===== src/rtl/conv_pkg.sv =====
// conv_pkg: types and default dimensions shared by the convolution front end.
//   MEMORY_ADDR      shared memory address width
//   IMAGE_* / KERNAL_* default frame and kernel geometry
//   COLOUR_DEPTH     bits per pixel / coefficient
//   state_t          frame loader FSM states
package conv_pkg;

   localparam int unsigned MEMORY_ADDR   = 15;
   localparam int unsigned IMAGE_WIDTH   = 128;
   localparam int unsigned IMAGE_HEIGHT  = 128;
   localparam int unsigned KERNAL_WIDTH  = 3;
   localparam int unsigned KERNAL_HEIGHT = 3;
   localparam int unsigned COLOUR_DEPTH  = 8;

   typedef enum logic [2:0] {
      S_IDLE,
      S_KERNEL,
      S_IMAGE,
      S_FLUSH,
      S_START,
      S_WAIT,
      S_DONE
   } state_t;

endpackage


===== src/rtl/stream_mem_writer.sv =====
// stream_mem_writer: registers one accepted stream word into a memory write
// at base + index (modulo 2^ADDR_W).
//   clk, reset           clock, async active-high reset
//   wr_req               handshake this cycle
//   base, index, data    write base address, beat index, write data
//   mem_wren/addr/wdata  registered memory write port (valid one cycle later)
module stream_mem_writer #(
   parameter int unsigned ADDR_W = 15,
   parameter int unsigned DATA_W = 8,
   parameter int unsigned IDX_W  = 15
) (
   input  logic              clk,
   input  logic              reset,
   input  logic              wr_req,
   input  logic [ADDR_W-1:0] base,
   input  logic [IDX_W-1:0]  index,
   input  logic [DATA_W-1:0] data,
   output logic              mem_wren,
   output logic [ADDR_W-1:0] mem_addr,
   output logic [DATA_W-1:0] mem_wdata
);

   // Address sum is truncated to ADDR_W so the write window wraps.
   always_ff @(posedge clk or posedge reset) begin
      if (reset) begin
         mem_wren  <= 1'b0;
         mem_addr  <= '0;
         mem_wdata <= '0;
      end else begin
         mem_wren <= wr_req;
         if (wr_req) begin
            mem_addr  <= base + ADDR_W'(index);
            mem_wdata <= data;
         end
      end
   end

endmodule


===== src/rtl/conv_frame_loader.sv =====
// conv_frame_loader: streams a kernel then an image frame into shared memory,
// launches the convolution engine and waits for it to finish.
//   cfg_load, addr_image, addr_kernal   load request and base addresses
//   s_valid, s_ready, s_data, s_last    input word stream
//   mem_wren, mem_addr, mem_wdata       memory write port
//   conv_start, conv_busy, conv_done    engine handshake
//   loader_busy, frame_done, err_last   status
module conv_frame_loader #(
   parameter int unsigned IMAGE_WIDTH   = conv_pkg::IMAGE_WIDTH,
   parameter int unsigned IMAGE_HEIGHT  = conv_pkg::IMAGE_HEIGHT,
   parameter int unsigned KERNAL_WIDTH  = conv_pkg::KERNAL_WIDTH,
   parameter int unsigned KERNAL_HEIGHT = conv_pkg::KERNAL_HEIGHT,
   parameter int unsigned COLOUR_DEPTH  = conv_pkg::COLOUR_DEPTH,
   parameter int unsigned MEMORY_ADDR   = conv_pkg::MEMORY_ADDR
) (
   input  logic                    clk,
   input  logic                    reset,
   input  logic                    cfg_load,
   input  logic [MEMORY_ADDR-1:0]  addr_image,
   input  logic [MEMORY_ADDR-1:0]  addr_kernal,
   input  logic                    s_valid,
   output logic                    s_ready,
   input  logic [COLOUR_DEPTH-1:0] s_data,
   input  logic                    s_last,
   output logic                    mem_wren,
   output logic [MEMORY_ADDR-1:0]  mem_addr,
   output logic [COLOUR_DEPTH-1:0] mem_wdata,
   output logic                    conv_start,
   input  logic                    conv_busy,
   input  logic                    conv_done,
   output logic                    loader_busy,
   output logic                    frame_done,
   output logic                    err_last
);

   import conv_pkg::*;

   localparam int unsigned IMG_N = IMAGE_WIDTH * IMAGE_HEIGHT;
   localparam int unsigned KER_N = KERNAL_WIDTH * KERNAL_HEIGHT;
   localparam int unsigned CNT_W = $clog2(IMG_N) + 1;
   localparam logic [CNT_W-1:0] IMG_LAST = CNT_W'(IMG_N - 1);
   localparam logic [CNT_W-1:0] KER_LAST = CNT_W'(KER_N - 1);

   state_t                 state, state_nx;
   logic [CNT_W-1:0]       cnt, cnt_nx;
   logic [MEMORY_ADDR-1:0] img_base, img_base_nx;
   logic [MEMORY_ADDR-1:0] ker_base, ker_base_nx;
   logic                   err_nx;
   logic                   hs;
   logic [MEMORY_ADDR-1:0] wr_base;

   // Status decodes of the state register.
   assign s_ready     = (state == S_KERNEL) || (state == S_IMAGE);
   assign loader_busy = (state != S_IDLE);
   assign frame_done  = (state == S_DONE);
   assign hs          = s_valid & s_ready;
   assign wr_base     = (state == S_IMAGE) ? img_base : ker_base;

   // State and datapath registers.
   always_ff @(posedge clk or posedge reset) begin
      if (reset) begin
         state    <= S_IDLE;
         cnt      <= '0;
         img_base <= '0;
         ker_base <= '0;
         err_last <= 1'b0;
      end else begin
         state    <= state_nx;
         cnt      <= cnt_nx;
         img_base <= img_base_nx;
         ker_base <= ker_base_nx;
         err_last <= err_nx;
      end
   end

   // Next-state logic and engine launch.
   always_comb begin
      state_nx    = state;
      cnt_nx      = cnt;
      img_base_nx = img_base;
      ker_base_nx = ker_base;
      err_nx      = err_last;
      conv_start  = 1'b0;
      case (state)
         S_IDLE: begin
            if (cfg_load) begin
               img_base_nx = addr_image;
               ker_base_nx = addr_kernal;
               err_nx      = 1'b0;
               cnt_nx      = '0;
               state_nx    = S_KERNEL;
            end
         end
         S_KERNEL: begin
            if (hs) begin
               if (s_last) begin
                  err_nx   = 1'b1;
                  state_nx = S_IDLE;
               end else if (cnt == KER_LAST) begin
                  cnt_nx   = '0;
                  state_nx = S_IMAGE;
               end else begin
                  cnt_nx = cnt + CNT_W'(1);
               end
            end
         end
         S_IMAGE: begin
            // s_last must coincide exactly with the final pixel.
            if (hs) begin
               if (s_last != (cnt == IMG_LAST)) begin
                  err_nx   = 1'b1;
                  state_nx = S_IDLE;
               end else if (s_last) begin
                  state_nx = S_FLUSH;
               end else begin
                  cnt_nx = cnt + CNT_W'(1);
               end
            end
         end
         S_FLUSH: state_nx = S_START;
         S_START: begin
            conv_start = ~conv_busy;
            if (~conv_busy) state_nx = S_WAIT;
         end
         S_WAIT: begin
            if (conv_done) state_nx = S_DONE;
         end
         S_DONE:  state_nx = S_IDLE;
         default: state_nx = S_IDLE;
      endcase
   end

   stream_mem_writer #(
      .ADDR_W (MEMORY_ADDR),
      .DATA_W (COLOUR_DEPTH),
      .IDX_W  (CNT_W)
   ) u_writer (
      .clk       (clk),
      .reset     (reset),
      .wr_req    (hs),
      .base      (wr_base),
      .index     (cnt),
      .data      (s_data),
      .mem_wren  (mem_wren),
      .mem_addr  (mem_addr),
      .mem_wdata (mem_wdata)
   );

endmodule


===== config.mk =====
export PLATFORM = sky130hd
export DESIGN_NAME = conv_frame_loader
export DESIGN_NICKNAME = d
export VERILOG_FILES = /design/src/rtl/conv_pkg.sv /design/src/rtl/stream_mem_writer.sv /design/src/rtl/conv_frame_loader.sv
export SDC_FILE = /design/constraint.sdc
export NUM_CORES = 1
export LEC_CHECK = 0
export ABC_AREA = 1
export ABC_CLOCK_PERIOD_IN_PS = 3200
export CAP_MARGIN = 10
export CORE_ASPECT_RATIO = 0.8
export CORE_MARGIN = 5
export CORE_UTILIZATION = 45
export CTS_BUF_LIST = sky130_fd_sc_hd__clkbuf_4 sky130_fd_sc_hd__clkbuf_8 sky130_fd_sc_hd__clkbuf_16
export DETAILED_ROUTE_END_ITERATION = 7
export DONT_BUFFER_PORTS = 1
export GPL_TIMING_DRIVEN = 0
export SETUP_SLACK_MARGIN = 0.5
export SYNTH_ARGS = -nofsm -noshare
export SYNTH_HDL_FRONTEND = slang
export SYNTH_SLANG_ARGS = --single-unit

===== constraint.sdc =====
create_clock -name clk -period 3.2 [get_ports clk]
set_clock_uncertainty 0.15 [all_clocks]
set_input_delay 0.64 -clock clk [delete_from_list [all_inputs] [get_ports clk]]
set_output_delay 0.64 -clock clk [all_outputs]
set_load 0.05 [all_outputs]

=== Word-level counts from Yosys, hierarchy flattened ===
Index checks and enable logic that the tools add are counted.

* Logic and storage cells: 67
* Register bits: 73
* Bits of input ports: 45
* Output and inout bits: 29

* Reductions and logical operators: 8
* Add/sub/neg operators: 2
* Equal/unequal tests: 21
* Bitwise logic cells: 2
* Muxes and demuxes: 26

{| class="wikitable"
|+ Operator list
! operator !! number
|-
| $mux W15 || 8
|-
| $pmux W15 S3 || 1
|-
| $mux W3 || 9
|-
| $pmux W3 S6 || 1
|-
| $add A15 B1 Y15 const B || 1
|-
| $add A15 B15 Y15 || 1
|-
| $eq A15 B14 Y1 const B || 1
|-
| $eq A15 B4 Y1 const B || 1
|-
| $ne A2 B2 Y1 const B || 7
|-
| $reduce_and A7 Y1 || 2
|-
| $eq A3 B3 Y1 const B || 3
|-
| $eq A3 B2 Y1 const B || 2
|-
| $mux W1 || 6
|-
| $ne A2 B1 Y1 const B || 3
|-
| $ne A3 B2 Y1 const B || 2
|-
| $reduce_and A6 Y1 || 1
|-
| $reduce_bool A3 Y1 || 2
|-
| $eq A3 B1 Y1 const B || 1
|-
| $logic_not A3 Y1 || 1
|-
| $pmux W1 S3 || 1
|-
| $reduce_and A2 Y1 || 1
|-
| $and A1 B1 Y1 || 1
|-
| $logic_or A1 B1 Y1 || 1
|-
| $ne A1 B1 Y1 || 1
|-
| $not A1 Y1 || 1
|}

=== Logic depth before layout (Yosys ltp) ===
* Depth in word-level cells: 5
* Mapped depth: 17
* Depth with buffers taken out: 16

=== Cells and area by module ===
Synthesis repeated with hierarchy kept, for this count alone.

* Cell total of the unflattened synthesis: 657
* Area, all modules: 4570.6 um^2

{| class="wikitable"
|+ By module, submodules not included
! module !! times used !! cells each !! sequential area each (um^2) !! area an instance (um^2)
|-
| conv_frame_loader || 1 || 400 || 1226.2 || 2808.9
|-
| stream_mem_writer || 1 || 257 || 600.6 || 1761.7
|}

=== Least setup slack after synthesis ===
Ideal clock, no wire load.

* Kind: register to register
* Start: register state[0]
* End: register u_writer.mem_addr[12]
* Path buffers: 2
* Stages on the path, launching flop included: 18
* Required time: 2932 ps
* Library setup time: 118 ps
* Setup slack: 585 ps
* Clock period less this slack: 2615 ps
* Arrival time: 2347 ps
* Cell sequence: dfrtp_1 > inv_2 > nand3_2 > buf_2 > clkbuf_1 > nand2_1 > nand2_1 > ha_1 > inv_1 > fa_1 > inv_1 > nand3_1 > nand3_1 > nand3_1 > nand3_1 > nand2_1 > nand3_1 > nand2_1

* Word-level cells in the longest chain between the ends: 3

{| class="wikitable"
|+ Ends and longest elaborated chain
! item !! line !! RTL
|-
| start, declared || conv_frame_loader.sv:44 || <nowiki>state_t state, state_nx;</nowiki>
|-
| start signal, assigned || conv_frame_loader.sv:68 || <nowiki>state <= state_nx;</nowiki>
|-
| $eq A3 B2 Y1 / $eq A3 B1 Y1 (equally long branches) || conv_frame_loader.sv:53, conv_frame_loader.sv:57 ||
|-
| $mux W15 / $logic_or A1 B1 Y1 (equally long branches) || conv_frame_loader.sv:57, conv_frame_loader.sv:53 ||
|-
| $add A15 B15 Y15 / $and A1 B1 Y1 (equally long branches) || stream_mem_writer.sv:32, conv_frame_loader.sv:56 ||
|-
| end signal, assigned || stream_mem_writer.sv:32 || <nowiki>mem_addr <= base + ADDR_W'(index);</nowiki>
|-
| end, declared || stream_mem_writer.sv:19 || <nowiki>output logic [ADDR_W-1:0] mem_addr,</nowiki>
|}

Parallel ways exist; a longest one is shown, timed or not.
A chain may end at the register's enable or synchronous reset.

=== Worst setup path after layout ===
* Start: register state[2]
* End: register u_writer.mem_addr[13]

The elaborated chain is that of the path after synthesis.

==> flow_summary.ini <==
[logic_synthesis]
ys_types = 33
synthArstFlopShare_pct = 100
synth_edf_count = 0
synth_top_area_share_pct = 40.2
synth_top_cell_by_area = dfrtp_1
synthMostInstantiatedCell = nand2_1
synth_area_mm2 = 0.00454
syn-num-nets = 688
synthTopCellsByCount = nand2_1, dfrtp_1, inv_1
netlist_instances = 623
ys_dominant_reg_cell = dfrtp_1
yosysSeqAreaShare_pct = 40.2
syn_avg_cell_area_um2 = 7.29
synthTopCellsByArea = dfrtp_1, nand2_1, nand3_1
synth_warnings = 0
synth-seq-cells = 73

[placed_design]
gp_congestion = 0.958
port_buffers = 0
dpl.hpwl_mm = 8.84
dp_cells = 760

[grt]
first_global_vias = 3888
antenna_found_initial = 2
grt_max_degree = 56
grt_pass1_wl_mm = 19.6
grt-ovfl-total = 0
grt.total_usage_pct = 20.3

[cts]
cts_made_buffers = 9
clkSinkCount = 73
cts.path.max_buffers = 2
clock_latency_ps = 340
cts_tree = yes
clk_pin_slew_worst_paths_ps = 60
htree_levels = 3
cts-root-buf = clkbuf_16

[routing]
vias_per_cell = 5.00
ant_nets = 0
vias = 3937
drt_iter0_markers = 207
post_drt_wl_per_cell_um = 15.0
wl_mm = 11.8
drcViolationCount = 0
dr.pass1.iters = 4

[setup_path]
cp_max_fo = 10
start_kind = flop
worstPathArrival_ps = 2700
cp-end-kind = flop
critical_path_required_ps = 3280
critPathKind = flop to flop

[sta]
rsz0062_at_grt = yes
max_freq_mhz = 382
slew_headroom_pct = 40.6
tightest_slew_ps = 888
finalMaxSlewViolations = 0
period_minus_slack_ps = 2620
period_share_pct = 81.9
hold_viol = 0
finalSetupTns_ps = 0
finalSetupViolCount = 0

[finish]
post-route-util_pct = 53.8
layout.cells.non_filler = 787
layout-drive-gt1-share_pct = 13.4
nNetsFinal = 710
area_delta_synth_final_pct = 15.8
fillers = 981

[floorplanning]
io_pins = 74
initial_core_util_pct = 46.5
core_area_mm2 = 0.00977
die_x_um = 122
die-height_um = 99.9
dieArea_mm2 = 0.0122
rows = 32

[min_path]
hold_class = input pin to flop

[pwr]
leakagePower_nw = 2.74
vdd_drop_max_mv = 0.514
power_density_mw_per_mm2 = 991

[run_status]
status = finished, final reports clean

[flow_run]
drv_cap = 0
-- through the flow --
stage	area [µm²]	power (W)	hold WS [ps]	setup slack, ps
4_1_cts	5090	0.00507	256	500
6_report	5260	0.00521	265	580
3_5_place_dp	4740	0.00404	322	3.32
3_3_place_gp	4710	0.00399	329	-274
2_1_floorplan	4540	0.00349	314	557
5_1_grt	5260	0.00561	258	424
-- cell type report --
class / instances / area, µm² / area share (%)
Antenna cell: 1 / 2.50 / 0.0476
Buffer: 16 / 109 / 2.07
Clock buffer: 11 / 246 / 4.69
Clock inverter: 5 / 41.3 / 0.785
Inverter: 69 / 264 / 5.02
Multi-Input combinational cell: 465 / 2490 / 47.4
Sequential cell: 73 / 1830 / 34.8
Tap cell: 136 / 170 / 3.24
Timing Repair Buffer: 11 / 105 / 2.00
-- power by group --
group          total [W]  switching, W  internal (W)
registers        0.00201      0.000727       0.00128
clock network   0.000959      0.000401      0.000558
logic            0.00224       0.00140      0.000841
-- kinds of logic after synthesis --
group	share of synthesized area (%)
compound gates	6.12
fa+ha+maj	5.67
xor+xnor	1.93
buf+inv	7.60
flops	40.2
mux	4.96
simple gates	33.5
-- worst paths after layout --
check | start | depth (start not counted) | slack [ps] | end
setup / recovery | state[2] | 14 | 580 | u_writer.mem_addr[13]
hold / removal | s_data[6] | 2 | 270 | u_writer.mem_wdata[6]
setup reg to reg | state[2] | 14 | 580 | u_writer.mem_addr[13]
hold reg to reg | img_base[14] | 1 | 350 | img_base[14]
max in group asynchronous | reset | 3 | 1780 | cnt[3]
min in group asynchronous | reset | 2 | 570 | ker_base[12]
-- metal layers --
layer,part of all wire [%],global-route usage (%),vias up
met4,2.0,5.94,2
met5,0.059,0,-
met1,47,28.3,1794
li1,-,-,2029
met3,7.8,6.99,17
met2,43,29.8,95
-- sequential cells by signal, indices dropped and copies added, names as in the netlist --
signal              cells
cnt                    15
err_last                1
img_base               15
ker_base               15
state                   3
u_writer.mem_addr      15
u_writer.mem_wdata      8
u_writer.mem_wren       1
-- critical path, cell delays in order (launching register included) --
cell	delay, ps
dfrtp_2	440
inv_4	110
nand3_4	110
buf_8	150
clkbuf_8	160
o21ai_0	290
ha_1	370
nand2_1	160
inv_1	50
nand2_1	60
nand2_1	40
a21oi_1	160
nand3_1	100
nand3_1	100
nand2_1	50
-- placed cells by master (no fill, tap or decap), types with 10 or more instances in the layout --
master / netlist / final
nand2_1: 239 / 237
dfrtp_1: 73 / 71
inv_1: 64 / 63
nor2_1: 48 / 48
nand3_1: 49 / 46
a21oi_1: 26 / 24
buf_4: 2 / 12
o21ai_0: 18 / 12
mux2_2: 12 / 12
ha_1: 19 / 12
nand4_1: 10 / 10
-- repair_timing --
item / in CTS / in global routing
buffers inserted: 1 / 8
endpoints found under the setup margin: 13 / 11
pin swaps: 1 / 5
resized for setup: 16 / 18
endpoints found under the hold margin: 18 / 0
hold buffers: 1 / 0
Note: power is estimated with default switching activity, not from simulation.
==> RTL edit: new RTL, same flow settings <==
Re-encode `state_t` (7 states) as one-hot, 7 bits wide.
--- a/src/rtl/conv_pkg.sv
+++ b/src/rtl/conv_pkg.sv
@@ -13,12 +13,12 @@
    localparam int unsigned COLOUR_DEPTH  = 8;
 
-   typedef enum logic [2:0] {
-      S_IDLE,
-      S_KERNEL,
-      S_IMAGE,
-      S_FLUSH,
-      S_START,
-      S_WAIT,
-      S_DONE
+   typedef enum logic [6:0] {
+      S_IDLE   = 7'b0000001,
+      S_KERNEL = 7'b0000010,
+      S_IMAGE  = 7'b0000100,
+      S_FLUSH  = 7'b0001000,
+      S_START  = 7'b0010000,
+      S_WAIT   = 7'b0100000,
+      S_DONE   = 7'b1000000
    } state_t;
 
Behaviour: same outputs for any inputs over 4 cycles, from zero or initial values and one cycle with reset high; so few cycles prove little.
==> RTL edit against the unedited design <==
  * Wire length grew 10%
  * Clock power is essentially flat
  * Utilization grew 0.29 points
  * Sequential share of layout area shrank 1.6 points
  * Power shrank 3.3%
  * Worst setup slack lost 0.011 ns
  * Cell area grew 10%
  * Synthesized area grew 7.1%
  * Via count grew 7.3%
  * Sequential cell count grew 4
  * Highest routed layer is now met4
==> RTL edit: results <==
metrics = {
    "outcome": {
        "status": "completed",
    },
    "layout": {
        "layout.nets": 740,
        "nFillCells": 1037,
        "insertedDiodeCount": 0,
        "drive_gt1_share_pct": 21.3,
    },
    "drt": {
        "via_per_inst": 5.12,
        "m1WireLength_microns": 6180,
        "first_iter_violations": 255,
        "totalWireLength_microns": 13000,
        "drtPass1Iterations": 5,
        "top_layer_used": "met4",
        "wl_met2_microns": 5780,
        "met3WireLength_microns": 853,
    },
    "setup_path": {
        "slowest_delay_ns": 0.54,
        "cpMaxStageDelayCell": "dfstp_2",
        "ff2ff_setup_slack_ns": 0.57,
        "crit_arrival_ns": 2.71,
        "reg2reg_depth": 21,
        "critPathTopFamily": "simple AND/OR/NAND/NOR gates",
        "cp-startpoint": "state[0]",
        "crit_fanout": 5,
        "timing.rr.end": "u_writer.mem_addr[14]",
        "end_kind": "flip-flop",
    },
    "global_routing": {
        "grt_max_degree": 33,
        "met2_usage_pct": 31.2,
        "grtUsageMet3_pct": 5.85,
        "track_usage_pct": 20.1,
        "antenna_found_initial": 0,
        "grt_pass1_vias": 4113,
        "grt_pass1_wl_microns": 20500,
        "grt_util_met1_pct": 28.0,
    },
    "yosys": {
        "ys_seq_area_share_pct": 39.7,
        "synth-main-ff-cell": "dfrtp_1",
        "synth_xor_xnor_area_share_pct": 2.16,
        "synth_compound_area_share_pct": 4.32,
        "netlist_top_cells_area": "dfrtp_1 39%, nand2_1 19%, nand3_1 6.4%",
        "synth_top_area_share_pct": 39.1,
        "synth_fp_nets": 707,
        "synthTopCellsByCount": "247 x nand2_1, 76 x dfrtp_1, 62 x nand3_1",
        "muxShareOfSynthArea_pct": 6.79,
        "yosys.cell_types.count": 34,
        "yosysWarnings": 0,
        "synth_fa_ha_area_share_pct": 5.04,
    },
    "place": {
        "placed_area_sq_mm": 0.00510,
        "gpl.final_weighted_congestion": 0.935,
        "post-dp-hpwl_microns": 9620,
    },
    "clock_network": {
        "h-tree-depth": 3,
        "cts_buffers": 9,
        "cts_buffer_depth": 2,
        "clk_pin_slew_ns": 0.06,
        "ctsRootBufferMaster": "clkbuf_16",
    },
    "power_and_ir_drop": {
        "peakVddDrop_v": 0.000492,
        "p_leak_nw": 2.99,
    },
    "hold_path": {
        "hold_path_class": "input port to async pin",
    },
    "sta": {
        "slew_headroom_pct": 63.6,
    },
}
[RTL edit: cell count changes after synthesis, moves of 3 or more]
cell and delta:
o21ai_0 -4, nand3_1 +13, nand2_4 +7, nor2_2 +4, nand2_1 +8, mux2_2 -6
mux2_4 +10, dfrtp_1 +3, nand4_1 -4, a21oi_1 -5, inv_2 +6, inv_1 -16
[RTL edit: power breakdown]
part	internal, mW	switching (mW)	total, mW
combinational	0.840	1.23	2.07
sequential	1.32	0.690	2.01
clock	0.539	0.416	0.956
[RTL edit: how the worst min path moves through the flow]
stage                    to  slack [ns]  cells past startpoint
2_1_floorplan   ker_base[0]        0.31                      1
3_3_place_gp    ker_base[3]        0.33                      1
3_5_place_dp    ker_base[0]        0.33                      1
4_1_cts         img_base[9]        0.03                      1
5_1_grt        ker_base[10]        0.05                      1
6_report        img_base[2]        0.03                      1
[RTL edit: final cells by class]
cell class	count	area (sq um)	area share, %
Tap cell	144	180	3.11
Buffer	17	149	2.57
Timing Repair Buffer	22	211	3.65
Inverter	59	225	3.88
Sequential cell	77	1930	33.2
Clock inverter	6	46.3	0.798
Multi-Input combinational cell	490	2830	48.7
Clock buffer	10	233	4.01
[RTL edit: what timing repair did]
action | 4_1_cts | 5_1_grt
endpoints found under the setup margin | 14 | 12
cloned | 0 | 1
endpoints found under the hold margin | 0 | 0
buffers inserted | 11 | 7
resized for setup | 30 | 37
pin swaps | 10 | 13
[RTL edit: metrics by stage]
stage	power, mW	instances	hold WS, ns	setup slack, ns
final	5.04	825	0.0290	0.569
after floorplan	3.36	643	0.315	0.524
after global placement	3.77	787	0.326	0.0895
after detailed placement	3.82	790	0.333	0.0354
after global routing	5.37	825	0.0465	0.427
after CTS	4.90	817	0.0280	0.498
